==> src/rtl/i2c_reg_bank_ctrl.sv <==
// Pointer-addressed byte register bank served over an i2c_simple_slave strobe interface.
// Latency: register write and reg_wr_stb one cycle after rx strobe; i2c_data_tx one cycle after ptr.
// Backpressure: stall holds SCL for two cycles on read entry (and on each read pointer advance with autoinc).
//
// Optional feature macro: I2C_REG_AUTOINC_EN
//   defined     -> ptr increments after every write data byte and every read byte load (burst access)
//   not defined -> ptr only changes from the pointer byte; repeated bytes hit the same register
//
// Ports:
//   clk, rst                 system clock, asynchronous active-high reset
//   i2c_addr_rw(_valid_stb)  address byte {addr[6:0], rw} and its accept strobe
//   i2c_data_rx(_valid_stb)  received data byte and its strobe
//   i2c_data_tx              registered byte the slave transmits next
//   i2c_data_tx_loaded_stb   slave latched i2c_data_tx into its shifter
//   i2c_data_tx_done_stb     tx byte finished (no action needed here)
//   i2c_error_stb            bus error / unexpected STOP, aborts to IDLE
//   stall                    hold SCL low while the tx byte is being refreshed
//   reg_q, reg_wr_stb        RW register contents (reg i at [8i+7:8i]) and per-register write pulses
//   reg_hw_in                live fabric values returned for read-only registers
//   ptr                      current register pointer (debug)
module i2c_reg_bank_ctrl #(
    parameter int                        PTR_W   = 3,
    parameter logic [(2**PTR_W)-1:0]     RO_MASK = '0,
    parameter logic [7:0]                RST_VAL = 8'h00
) (
    input  logic                         clk,
    input  logic                         rst,
    input  logic [7:0]                   i2c_addr_rw,
    input  logic                         i2c_addr_rw_valid_stb,
    input  logic [7:0]                   i2c_data_rx,
    input  logic                         i2c_data_rx_valid_stb,
    output logic [7:0]                   i2c_data_tx,
    input  logic                         i2c_data_tx_loaded_stb,
    input  logic                         i2c_data_tx_done_stb,
    input  logic                         i2c_error_stb,
    output logic                         stall,
    output logic [8*(2**PTR_W)-1:0]      reg_q,
    output logic [(2**PTR_W)-1:0]        reg_wr_stb,
    input  logic [8*(2**PTR_W)-1:0]      reg_hw_in,
    output logic [PTR_W-1:0]             ptr
);

    localparam int NUM_REGS = 2**PTR_W;

    typedef enum logic [1:0] {
        IDLE = 2'd0,
        PTR  = 2'd1,
        WR   = 2'd2,
        RD   = 2'd3
    } state_t;

    state_t                 state_q;
    state_t                 state_nxt;
    logic [PTR_W-1:0]       ptr_q;
    logic [PTR_W-1:0]       ptr_nxt;
    logic [7:0]             reg_mem [NUM_REGS];
    logic [7:0]             hw_arr  [NUM_REGS];
    logic                   wr_en;
    logic [NUM_REGS-1:0]    wr_stb_nxt;
    logic                   stall_set;
    logic                   stall_clr;
    // Counts the remaining stall cycles: one for the pointer to settle,
    // one for i2c_data_tx to be refreshed from it.
    logic [1:0]             stall_cnt;

    // tx_done needs no action and only the rw bit of the address byte
    // matters (the slave already filtered the address).
    logic                   unused_ok;
    assign unused_ok = ^{i2c_addr_rw[7:1], i2c_data_tx_done_stb, i2c_data_tx_loaded_stb};

    assign ptr   = ptr_q;
    assign stall = (stall_cnt != 2'd0);

    always_comb begin
        for (int i = 0; i < NUM_REGS; i++) begin
            reg_q[8*i +: 8] = reg_mem[i];
            hw_arr[i]       = reg_hw_in[8*i +: 8];
        end
    end

    // Next-state logic. Priority: error, then address strobe (START or
    // repeated START from any state), then the per-state data strobes.
    always_comb begin
        state_nxt = state_q;
        ptr_nxt   = ptr_q;
        wr_en     = 1'b0;
        stall_set = 1'b0;
        stall_clr = 1'b0;

        if (i2c_error_stb) begin
            state_nxt = IDLE;
            stall_clr = 1'b1;
        end else if (i2c_addr_rw_valid_stb) begin
            if (i2c_addr_rw[0]) begin
                state_nxt = RD;
                stall_set = 1'b1;
            end else begin
                state_nxt = PTR;
                stall_clr = 1'b1;
            end
        end else begin
            case (state_q)
                PTR: begin
                    if (i2c_data_rx_valid_stb) begin
                        ptr_nxt   = i2c_data_rx[PTR_W-1:0];
                        state_nxt = WR;
                    end
                end
                WR: begin
                    if (i2c_data_rx_valid_stb) begin
                        // Writes to read-only registers are dropped silently.
                        wr_en = !RO_MASK[ptr_q];
`ifdef I2C_REG_AUTOINC_EN
                        ptr_nxt = ptr_q + PTR_W'(1);
`endif
                    end
                end
                RD: begin
`ifdef I2C_REG_AUTOINC_EN
                    // The slave has taken the current byte; move on and hold
                    // SCL until the next byte has been fetched.
                    if (i2c_data_tx_loaded_stb) begin
                        ptr_nxt   = ptr_q + PTR_W'(1);
                        stall_set = 1'b1;
                    end
`endif
                end
                default: begin
                end
            endcase
        end
    end

    always_comb begin
        wr_stb_nxt = '0;
        if (wr_en) begin
            wr_stb_nxt[ptr_q] = 1'b1;
        end
    end

    always_ff @(posedge clk or posedge rst) begin
        if (rst) begin
            state_q <= IDLE;
            ptr_q   <= '0;
        end else begin
            state_q <= state_nxt;
            ptr_q   <= ptr_nxt;
        end
    end

    always_ff @(posedge clk or posedge rst) begin
        if (rst) begin
            stall_cnt <= 2'd0;
        end else if (stall_set) begin
            stall_cnt <= 2'd2;
        end else if (stall_clr) begin
            stall_cnt <= 2'd0;
        end else if (stall_cnt != 2'd0) begin
            stall_cnt <= stall_cnt - 2'd1;
        end
    end

    always_ff @(posedge clk or posedge rst) begin
        if (rst) begin
            for (int i = 0; i < NUM_REGS; i++) begin
                reg_mem[i] <= RST_VAL;
            end
            reg_wr_stb <= '0;
        end else begin
            if (wr_en) begin
                reg_mem[ptr_q] <= i2c_data_rx;
            end
            reg_wr_stb <= wr_stb_nxt;
        end
    end

    // Refreshed every cycle so the byte always tracks the settled pointer
    // and the live fabric value of read-only registers.
    always_ff @(posedge clk or posedge rst) begin
        if (rst) begin
            i2c_data_tx <= 8'h00;
        end else begin
            i2c_data_tx <= RO_MASK[ptr_q] ? hw_arr[ptr_q] : reg_mem[ptr_q];
        end
    end

endmodule

==> config.mk <==
export PLATFORM = sky130hd
export DESIGN_NAME = i2c_reg_bank_ctrl
export DESIGN_NICKNAME = d
export VERILOG_FILES = /design/src/rtl/i2c_reg_bank_ctrl.sv
export SDC_FILE = /design/constraint.sdc
export NUM_CORES = 1
export LEC_CHECK = 0
export ABC_AREA = 1
export CORE_UTILIZATION = 47
export DETAILED_ROUTE_END_ITERATION = 10
export GPL_ROUTABILITY_DRIVEN = 1
export GPL_TIMING_DRIVEN = 1
export PLACE_DENSITY = 0.87
export REMOVE_ABC_BUFFERS = 1
export SLEW_MARGIN = 20
export SYNTH_ARGS = -nofsm -noshare
export SYNTH_HDL_FRONTEND = slang
export SYNTH_SLANG_ARGS = --single-unit
export TNS_END_PERCENT = 50
==> constraint.sdc <==
create_clock -name clk -period 5.15 [get_ports clk]
set_input_delay 1.03 -clock clk [delete_from_list [all_inputs] [get_ports clk]]
set_output_delay 1.03 -clock clk [all_outputs]
set_load 0.005 [all_outputs]
# After elaboration in Yosys (flattened, before gate mapping)
# Memory sizes are Yosys's and may differ from the RTL's.
# Cells that the tools add are included.
[totals]
register_bits = 87
rom_bits = 8
in_bits = 87
word_cells = 65
memories = 1
[op_classes]
n_addsub = 1
order_cmp = 4
n_eq_ne = 2
muxes = 32
n_bitwise = 3
n_reduce_logical = 9
[mem_list]
columns = ["name", "words", "width", "rd", "rd_ports_with_merged_regs", "wr", "line_no", "text"]
rows = [
  ["(name not given)", 8, 1, 1, 0, 0, "183", "i2c_data_tx <= RO_MASK[ptr_q] ? hw_arr[ptr_q] : reg_mem[ptr_q];"],
]
[ops]
columns = ["op", "n"]
rows = [
  ["bitwise mux 64 bit", 1],
  ["two-way mux 8 bit", 7],
  ["binary-select mux 8 bit (select 3 bit)", 2],
  ["demux 8 bit (select 3 bit)", 1],
  ["two-way mux 2 bit", 8],
  ["two-way mux 1 bit", 12],
  ["nonzero test 3 bit", 3],
  ["greater-or-equal comparator 4 bit, second input constant", 1],
  ["< comparator 3 x 4 -> 1 bit, second input constant", 1],
  ["< comparator 4 x 1 -> 1 bit, second input constant", 1],
  ["NOT 3 -> 4 bit", 1],
  ["AND reduction 4 bit", 1],
  ["demux 1 bit (select 3 bit)", 1],
  ["greater-or-equal comparator 3 x 1 -> 1 bit, second input constant", 1],
  ["== test 2 x 1 -> 1 bit, second input constant", 1],
  ["== test 2 bit, second input constant", 1],
  ["logical AND 1 bit", 2],
  ["NOT 1 bit", 2],
  ["AND reduction 2 bit", 1],
  ["nonzero test 2 bit", 1],
  ["subtractor 2 x 1 -> 2 bit, second input constant", 1],
  ["zero test 1 bit", 1],
]

# Depth between registers and ports, before layout
# Gate-level depths: netlist (run 1).
[logic_depth]
ltp_word = 8
depth_mapped = 8
ltp_nobuf = 7

# Least setup slack after synthesis (run 1)
# OpenSTA, ideal clock, no wires.
[synth_path]
kind = "input to register"
start = "input port i2c_addr_rw_valid_stb"
end = "register reg_mem, in the netlist reg_q[16]"
arrival_ps = 1820
required_ps = 5033
slack_ps = 3214
cell_stages = 7
path_buffers = 1
cell_sequence = "nor2_2 inv_2 nor2_8 buf_6 nand2_2 nand2_1 nand2_1"
[synth_via]
elab_chain_len = 2
[synth_lines]
columns = ["element", "line_no", "text"]
rows = [
  ["from (decl)", "29", "input logic i2c_addr_rw_valid_stb,"],
  ["two-way mux 1 bit", "93", "end else if (i2c_addr_rw_valid_stb) begin"],
  ["two-way mux 1 bit", "90", "if (i2c_error_stb) begin"],
  ["to (signal, indexed assignment)", "171", "reg_mem[ptr_q] <= i2c_data_rx;"],
  ["to (decl)", "56", "logic [7:0] reg_mem [NUM_REGS];"],
]
# Every way passes these cells.
# A chain may end at the register's enable or synchronous reset.

# Worst setup path in the final report (run 1)
[layout_path]
start = "register ptr_q[2] (netlist: ptr[2])"
end = "output port ptr[2]"
[layout_lines]
columns = ["element", "line_no", "text"]
rows = [
  ["from (decl)", "54", "logic [PTR_W-1:0] ptr_q;"],
  ["from (signal assigned)", "147", "ptr_q <= ptr_nxt;"],
  ["to (decl)", "40", "output logic [PTR_W-1:0] ptr"],
]
# No word-level cell between the ends.

==> results of run 1 <==
## metrics by stage
stage,cells,power (mW)
after floorplan,509,1.08
after global placement,714,1.34
after detailed placement,714,1.36
after CTS,729,1.89
after global routing,729,1.99
final,729,1.89
## routing by layer
metal / vias up / GRT usage (%)
met1: 1825 / 35.1
met5: - / 0
met2: 193 / 40.1
met4: 0 / 10.8
li1: 1835 / -
met3: 18 / 4.11
## power by group
part | switching (mW) | leakage (nW) | total [mW] | internal (mW)
clock | 0.232 | 0.118 | 0.541 | 0.310
sequential | 0.0870 | 1.18 | 0.853 | 0.766
combinational | 0.271 | 1.63 | 0.493 | 0.222
## worst reg2reg max path, stage by stage, from the launching register on
cell and delay, ps:
dfrtp_1 710, buf_4 440, inv_2 380, nor3_2 620
nand2_4 170, nand2_1 130, nand2_1 60
## worst max-delay path by stage
stage	to	cells past startpoint
floorplan	i2c_data_tx[0]$_DFF_PP0_	1
global placement	reg_q[62]$_DFFE_PP0P_	7
detailed placement	reg_q[22]$_DFFE_PP0P_	7
CTS	ptr[2]	1
global route	reg_q[51]$_DFFE_PP0P_	7
finish	ptr[2]	1
## state kept, by name, indices dropped and copies added (netlist names)
register and count:
stall_cnt 2, state_q 2, i2c_data_tx 8, reg_wr_stb 8, reg_q 64, ptr 3
## synth_stat cells, types with 2 or more instances
master / count / share of area [%]
clkbuf_1: 10 / 0.91
nand3_1: 66 / 8.0
buf_6: 2 / 0.54
buf_1: 2 / 0.18
nand2_2: 4 / 0.60
o21ai_0: 5 / 0.60
inv_2: 4 / 0.36
nand2_1: 305 / 28
nor3_4: 5 / 2.0
dfrtp_1: 87 / 53
inv_1: 17 / 1.5
nor2_1: 2 / 0.18
buf_4: 3 / 0.54
a21oi_1: 2 / 0.24
nor2_2: 3 / 0.45
buf_2: 11 / 1.3
nand2_4: 4 / 1.1
## final cells by class
cell class	instances	area, um2	area share, %
clock inverters	3	65.1	1.21
repair buffers	100	993	18.5
well taps	105	131	2.45
multi-input cells	401	1740	32.6
clock buffers	12	165	3.08
inverters	21	80.1	1.49
flip-flops and latches	87	2180	40.6
## cells by family (layout without fill, tap and decap cells)
logic type | count (synthesis) | after routing
fa+ha+maj | 1 | 1
compound gates | 9 | 9
flops | 87 | 87
simple gates | 391 | 391
buf+inv | 49 | 136
## layout by cell type (no fill, tap or decap)
| cell type | n |
|---|---|
| nor3_4 | 5 |
| nand2_4 | 4 |
| dfrtp_1 | 87 |
| nor2_2 | 3 |
| buf_4 | 3 |
| nor2_1 | 2 |
| o21ai_0 | 5 |
| nor2_8 | 1 |
| o21bai_1 | 1 |
| ha_1 | 1 |
| clkdlybuf4s50_1 | 97 |
| clkinv_2 | 2 |
| nor3_2 | 1 |
| clkbuf_8 | 12 |
| a21oi_1 | 2 |
| nand2_1 | 305 |
| bufinv_16 | 2 |
| nand3_1 | 66 |
| inv_1 | 16 |
| inv_2 | 4 |
| nand2_2 | 4 |
| o22ai_1 | 1 |
==> flow_summary_export.csv, run 1 <==
group,metric,value,unit
run_status,status,"finished clean",
grt,grt_first_pass_wirelength,17600,um
synth,synthCells,537,
drt,routedWlPerCell,14.8,um
clock_tree,postCtsSetupBuffers,0,
drt,drc_errors,0,
setup_path,r2r-end,"reg_q[13]$_DFFE_PP0P_",
grt,grt.total_usage,25.5,%
setup_path,cp.arrival,1920,ps
floorplan,dieWidth,95.9,um
setup_path,start_kind,"flop",
hold_path,holdPathEnd,"stall_cnt[0]$_DFFE_PP0P_",
synth,synth_fa_ha_area_share,0.302,%
pwr,power_density,352,nW/um2
sta,rsz0062_at_grt,"no",
synth,syn_avg_cell_area,7.72,um2
floorplan,fp.dieArea,9200,um2
setup_path,endpoint_kind,"output port",
sta,period_needed,2950,ps
floorplan,pin_count,171,
sta,setup_tns,0,ps
drt,met1Wirelength,4480,um
place,hpwl,7480,um
grt,grt_pass1_vias,3536,
floorplan,start_util,49.5,%
grt,grt-ovfl-total,0,
sta,fmaxAchievable,339,MHz
clock_tree,cts_tree,"yes",
drt,met3_wirelength,827,um
job,maxCapViolations,0,
drt,drt_iter0_drc,322,
hold_path,hold-path-cell-count,1,
setup_path,cp_cell_sequence,"clkdlybuf4s50_1",
sta,tightest_slew,1020,ps
grt,grt_antenna_before_repair,0,
synth,synthMuxAreaShare,0,%
setup_path,cp_num_buf_inv,1,
sta,layout_setup_ws,2200,ps
layout,fin_nets,708,
drt,ant_nets,0,
sta,skew,8.97,ps
setup_path,cp_top_family,"flip-flops",
layout,area_growth_syn_to_layout,29.2,%
synth,synth_area,4150,um2
synth,synth_ff_type,"dfrtp_1",
layout,fin_util,63.9,%
drt,via_per_inst,5.31,
clock_tree,clock_latency,360,ps
clock_tree,clkTransAtPathRegs,80,ps
hold_path,hp-start,"stall_cnt[0]$_DFFE_PP0P_",
sta,maxSlewViolCount,0,
hold_path,hp-class,"flop to flop",
setup_path,max_stage_delay,920,ps
floorplan,core-area,8380,um2
place,io_buffers,97,
synth,async_flop_share,100,%
sta,finalHoldViolations,0,
pwr,leakage,2.94,nW
synth,ys_seq_area_share,52.5,%
synth,ys_types,22,
layout,fillerInstances,683,
place,placed_area,5130,um2
synth,synth_xor_area_share,0,%
place,dp_worst_setup_slack,1930,ps
synth,synth_top_family_by_area,"simple AND/OR/NAND/NOR gates",
setup_path,cp_max_fo,16,
floorplan,die_h,95.9,um
place,gp_congestion,0.915,
synth,ys_ff_latch,87,
synth,yosys_warnings,0,
setup_path,rrSetupSlack,2520,ps
clock_tree,cts_resized,0,
drt,drt_wl_total,10800,um
pwr,vdd_drop_max,0.190,mV
sta,slew_headroom,32.3,%
drt,vias,3871,
clock_tree,numCtsBuffers,9,
drt,dr_wl_met2,5280,um
setup_path,crit_path_top_delay_cell,"dfrtp_1",
layout,final_area,5360,um2
setup_path,required,4120,ps
setup_path,crit_start,"ptr[2]$_DFFE_PP0P_",
layout,drive_gt1_share,6.57,%
setup_path,reg2reg_depth,6,
clock_tree,clock-sinks,87,
sta,setup_viol,0,
setup_path,rr_startpoint,"ptr[0]$_DFFE_PP0P_",
clock_tree,cts-root-buf,"clkbuf_8",
layout,antenna_cells,0,
synth,synth_compound_area_share,1.18,%
floorplan,row_count,33,
grt,grt_max_degree,73,
setup_path,worst-setup-path-type,"flop to output port",
clock_tree,ctsHoldBuffers,0,
drt,top_layer,"met4",
clock_tree,cts_buffer_depth,2,
drt,dr.pass1.iters,5,
clock_tree,h-tree-depth,3,
sta,fin_crit_sh,57.3,%
synth,synthSimpleGateAreaFrac,40.6,%
sta,fin_hold_ws,467,ps
synth,synth-edff-count,0,
(Power assumes the default switching activity.)
==> run 2: changes to the inputs <==
CORE_UTILIZATION = 43   (was 47)
PLACE_DENSITY = 0.8   (was 0.87)
clock period = 3 ns   (was 5.15 ns; I/O delays follow)
==> flow_summary_export.csv, run 2 (same netlist as run 1, synthesis figures left out) <==
group,metric,value,unit
run_status,status,"finished clean",
drt,via_per_inst,5.09,
setup_path,required,3230,ps
place,io_buffers,97,
setup_path,worst-setup-path-type,"flop to flop",
setup_path,cp.arrival,2610,ps
clock_tree,cts_tree,"yes",
floorplan,row_count,35,
drt,vias,3853,
grt,grt_first_pass_wirelength,18200,um
layout,multi_input_area,1740,um2
hold_path,hp-class,"flop to flop",
floorplan,fp.dieArea,10000,um2
grt,grt_antenna_before_repair,0,
clock_tree,numCtsBuffers,9,
setup_path,start_kind,"flop",
drt,drc_errors,0,
sta,period_needed,2370,ps
clock_tree,cts_resized,0,
clock_tree,clkTransAtPathRegs,80,ps
drt,dr.pass1.iters,5,
layout,fillerInstances,871,
clock_tree,ctsHoldBuffers,0,
setup_path,max_stage_delay,730,ps
layout,antenna_cells,0,
place,hpwl,8010,um
clock_tree,clock_latency,350,ps
setup_path,crit_path_top_delay_cell,"dfrtp_1",
pwr,vdd_drop_max,0.250,mV
setup_path,cp_num_buf_inv,1,
clock_tree,h-tree-depth,3,
clock_tree,clock-sinks,87,
layout,fin_nets,712,
layout,largest_reg_flops,64,
grt,grt_max_degree,42,
floorplan,die_h,100,um
clock_tree,cts-root-buf,"clkbuf_8",
layout,mostFrequentLayoutCells,"nand2_1, clkdlybuf4s50_1, dfrtp_1, nand3_1, inv_1",
sta,rsz0062_at_grt,"no",
sta,finalHoldViolations,0,
drt,routedWlPerCell,15.2,um
sta,setup_viol,0,
grt,grt.total_usage,23.7,%
grt,grt-ovfl-total,0,
sta,layout_setup_ws,625,ps
clock_tree,postCtsSetupBuffers,0,
clock_tree,cts_buffer_depth,2,
setup_path,endpoint_kind,"flop",
sta,skew,9.46,ps
floorplan,dieWidth,100,um
layout,final_common_cell,"nand2_1",
layout,drive_gt1_share,7.01,%
setup_path,cp_max_fo,36,
place,dp_worst_setup_slack,629,ps
setup_path,rrSetupSlack,630,ps
sta,slew_headroom,49.6,%
sta,setup_tns,0,ps
sta,maxSlewViolCount,0,
drt,drt_wl_total,11500,um
pwr,power_density,586,nW/um2
floorplan,pin_count,171,
setup_path,cp_cell_sequence,"inv_2 -> nor3_2 -> nand2_4 -> nand2_1 -> nand2_1",
sta,fmaxAchievable,421,MHz
sta,tightest_slew,754,ps
grt,grt_pass1_vias,3541,
place,gp_congestion,0.908,
setup_path,cpMostUsedCell,"nand2_1",
sta,fin_crit_sh,79.2,%
setup_path,cp_top_family,"simple AND/OR/NAND/NOR gates",
layout,area_growth_syn_to_layout,30.5,%
drt,drt_iter0_drc,328,
pwr,leakage,2.95,nW
job,maxCapViolations,0,
layout,seq_area,2180,um2
drt,ant_nets,0,
floorplan,core-area,9280,um2
floorplan,start_util,44.6,%
run 2: changes by cell type in the layout (fill, tap and decap cells not counted):
cell,change
clkinvlp_4,+1
buf_4,+2
clkbuf_1,+1
clkbuf_8,-1
buf_12,+2
bufinv_16,-1
run 2: path summary, 6_finish.rpt:
kind / endpoint / start / depth (start not counted)
worst max-delay path: reg_q[10]$_DFFE_PP0P_ / ptr[0]$_DFFE_PP0P_ / 5
worst min-delay path: stall_cnt[0]$_DFFE_PP0P_ / stall_cnt[0]$_DFFE_PP0P_ / 1
worst max register to register: reg_q[10]$_DFFE_PP0P_ / ptr[0]$_DFFE_PP0P_ / 5
worst min register to register: stall_cnt[0]$_DFFE_PP0P_ / stall_cnt[0]$_DFFE_PP0P_ / 1
max in group asynchronous: i2c_data_tx[6]$_DFF_PP0_ / rst / 3
min in group asynchronous: reg_wr_stb[1]$_DFF_PP0_ / rst / 2
run 2: through the flow:
stage,instances,hold slack (ps),total power [mW],util (%),instance area (um2)
2_1_floorplan,509,433,1.85,-,4000
3_3_place_gp,742,445,2.33,56.1,5210
3_5_place_dp,742,473,2.35,56.1,5210
4_1_cts,757,484,3.17,58.3,5410
5_1_grt,757,493,3.33,58.3,5410
6_report,757,480,3.17,58.3,5410
run 2: layout make-up:
| class | instances | area share [%] |
|---|---|---|
| multi-input combinational | 401 | 32.2 |
| timing repair buffer | 104 | 19.4 |
| clock buffer | 12 | 2.87 |
| inverter | 21 | 1.48 |
| sequential | 87 | 40.2 |
| tap | 129 | 2.98 |
| clock inverter | 3 | 0.786 |
run 2: routing by layer:
| metal | routed length [um] | GRT usage [%] |
|---|---|---|
| met5 | 0 | 0 |
| met4 | 199 | 8.25 |
| met3 | 892 | 3.06 |
| met2 | 5470 | 37.7 |
| met1 | 4980 | 33.6 |
run 2: where the power goes:
part | internal, mW | switching [mW]
Combinational | 0.391 | 0.501
Clock | 0.425 | 0.401
Sequential | 1.32 | 0.134
run 2: worst register-to-register path, delay by kind of cell, from the launching register on:
family,cells,cell delay (ps)
buf+inv,1,480
flops,1,730
simple gates,4,1050
==> run 3: changes to the inputs <==
CORE_UTILIZATION = 39   (was 43)
PLACE_DENSITY = 0.77   (was 0.8)
clock period = 1.91 ns   (was 3 ns; I/O delays follow)
==> flow_summary_export.csv, run 3 (same netlist as run 1, synthesis figures left out) <==
group,metric,value,unit
setup_path,reg2reg_depth,5,
floorplan,dieWidth,105,um
setup_path,crit_start,"ptr[1]$_DFFE_PP0P_",
clock_tree,h-tree-depth,3,
place,hpwl,8220,um
layout,fin_nets,722,
place,placed_area,5320,um2
floorplan,die_h,105,um
grt,grt_antenna_before_repair,0,
grt,grt-ovfl-total,0,
clock_tree,cts-root-buf,"clkbuf_8",
clock_tree,cts_buffer_depth,2,
layout,mostFrequentLayoutCells,"nand2_1, clkdlybuf4s50_1, dfrtp_1, nand3_1, inv_1",
floorplan,row_count,37,
sta,period_needed,1850,ps
drt,ant_nets,0,
sta,maxSlewViolCount,0,
layout,stdcell_count,774,
layout,fin_util,53.3,%
layout,final_common_cell,"nand2_1",
layout,drive_gt1_share,8.93,%
grt,top_usage_layer,"met2",
pwr,leakage,2.99,nW
clock_tree,numCtsBuffers,9,
grt,grtUsageMet2,36.4,%
setup_path,start_kind,"flop",
setup_path,rr_startpoint,"ptr[1]$_DFFE_PP0P_",
drt,vias,3896,
sta,fin_crit_sh,96.8,%
setup_path,max_stage_delay,560,ps
drt,drt_iter0_drc,275,
grt,use_met1,30.6,%
hold_path,hp-class,"input port to asynchronous set/reset pin",
setup_path,worst-setup-path-type,"flop to output port",
job,maxCapViolations,0,
grt,grt_max_degree,88,
clock_tree,clkTransAtPathRegs,80,ps
place,io_buffers,97,
setup_path,required,1530,ps
clock_tree,ctsHoldBuffers,0,
pwr,power_density,902,nW/um2
grt,grt_pass1_vias,3807,
setup_path,cp_cell_sequence,"clkdlybuf4s50_1",
setup_path,endpoint_kind,"output port",
grt,grt_first_pass_wirelength,19400,um
drt,routedWlPerCell,15.3,um
place,gp_congestion,0.848,
clock_tree,clock-sinks,87,
sta,slew_headroom,63.6,%
floorplan,core-area,10300,um2
run_status,status,"finished clean",
clock_tree,clock_latency,360,ps
drt,drt_wl_total,11900,um
layout,area_growth_syn_to_layout,32.7,%
grt,globalRouteMet3Util,5.05,%
layout,final_area,5500,um2
pwr,vdd_drop_max,0.372,mV
clock_tree,cts_tree,"yes",
setup_path,cp_num_buf_inv,1,
setup_path,cp_top_family,"buffers and inverters",
setup_path,cp.arrival,1470,ps
setup_path,crit_path_top_delay_cell,"clkdlybuf4s50_1",
drt,drc_errors,0,
drt,via_per_inst,5.03,
sta,setup_viol,0,
sta,tightest_slew,545,ps
sta,rsz0062_at_grt,"no",
sta,fmaxAchievable,541,MHz
floorplan,fp.dieArea,11000,um2
floorplan,start_util,40.2,%
sta,skew,7.50,ps
setup_path,cp_max_fo,14,
sta,finalHoldViolations,0,
floorplan,pin_count,171,
layout,largest_reg_flops,64,
layout,antenna_cells,0,
setup_path,path_depth,1,
layout,fillerInstances,976,
drt,dr.pass1.iters,5,
place,placed_cells,759,
grt,grt.total_usage,22.7,%
-- run 3: worst min-delay path, stage by stage --
cell             delay [ps]
clkdlybuf4s50_1         420
clkinv_2                 60
buf_12                  350
-- run 3: what timing repair did --
action                                  4_1_cts  5_1_grt
resized for setup                             5        0
endpoints found under the setup margin        3        0
buffers inserted                              0        0
-- run 3: final cells by class --
class | count | area [um2] | area share, %
clock inverters | 4 | 47.5 | 0.864
multi-input cells | 401 | 1750 | 31.7
repair buffers | 114 | 1150 | 20.9
clock buffers | 11 | 131 | 2.39
inverters | 21 | 80.1 | 1.46
flip-flops and latches | 87 | 2180 | 39.6
well taps | 136 | 170 | 3.09
-- run 3: metrics by stage --
stage | hold WS [ps] | setup slack, ps | power [mW] | setup TNS, ps
2_1_floorplan | 433 | -722 | 2.90 | -76670
3_3_place_gp | 444 | 58.6 | 3.74 | 0
3_5_place_dp | 471 | 19.4 | 3.78 | 0
4_1_cts | 459 | 45.8 | 4.99 | 0
5_1_grt | 486 | 4.71 | 5.24 | 0
6_report | 424 | 61.2 | 4.96 | 0
-- run 3: power breakdown --
part           internal (mW)  switching (mW)  leakage, nW
Clock                  0.594           0.626       0.0892
Sequential              2.07           0.223         1.18
Combinational          0.669           0.784         1.72
Total                   3.33            1.63         2.99
-- run 3: worst paths after layout --
check / end / slack, ps
setup reg to reg: reg_q[38]$_DFFE_PP0P_ / 260
min in group clk: stall_cnt[0]$_DFFE_PP0P_ / 470
max in group asynchronous: reg_q[37]$_DFFE_PP0P_ / 1110
hold reg to reg: stall_cnt[0]$_DFFE_PP0P_ / 470
hold / removal: reg_wr_stb[1]$_DFF_PP0_ / 420
setup / recovery: ptr[1] / 60
-- run 3: per-layer routing --
layer,vias up,routed length [um],share of wire [%]
met5,-,0,0
met4,0,267,2.3
met1,1835,5290,45
met3,25,752,6.3
met2,176,5550,47
li1,1860,-,-
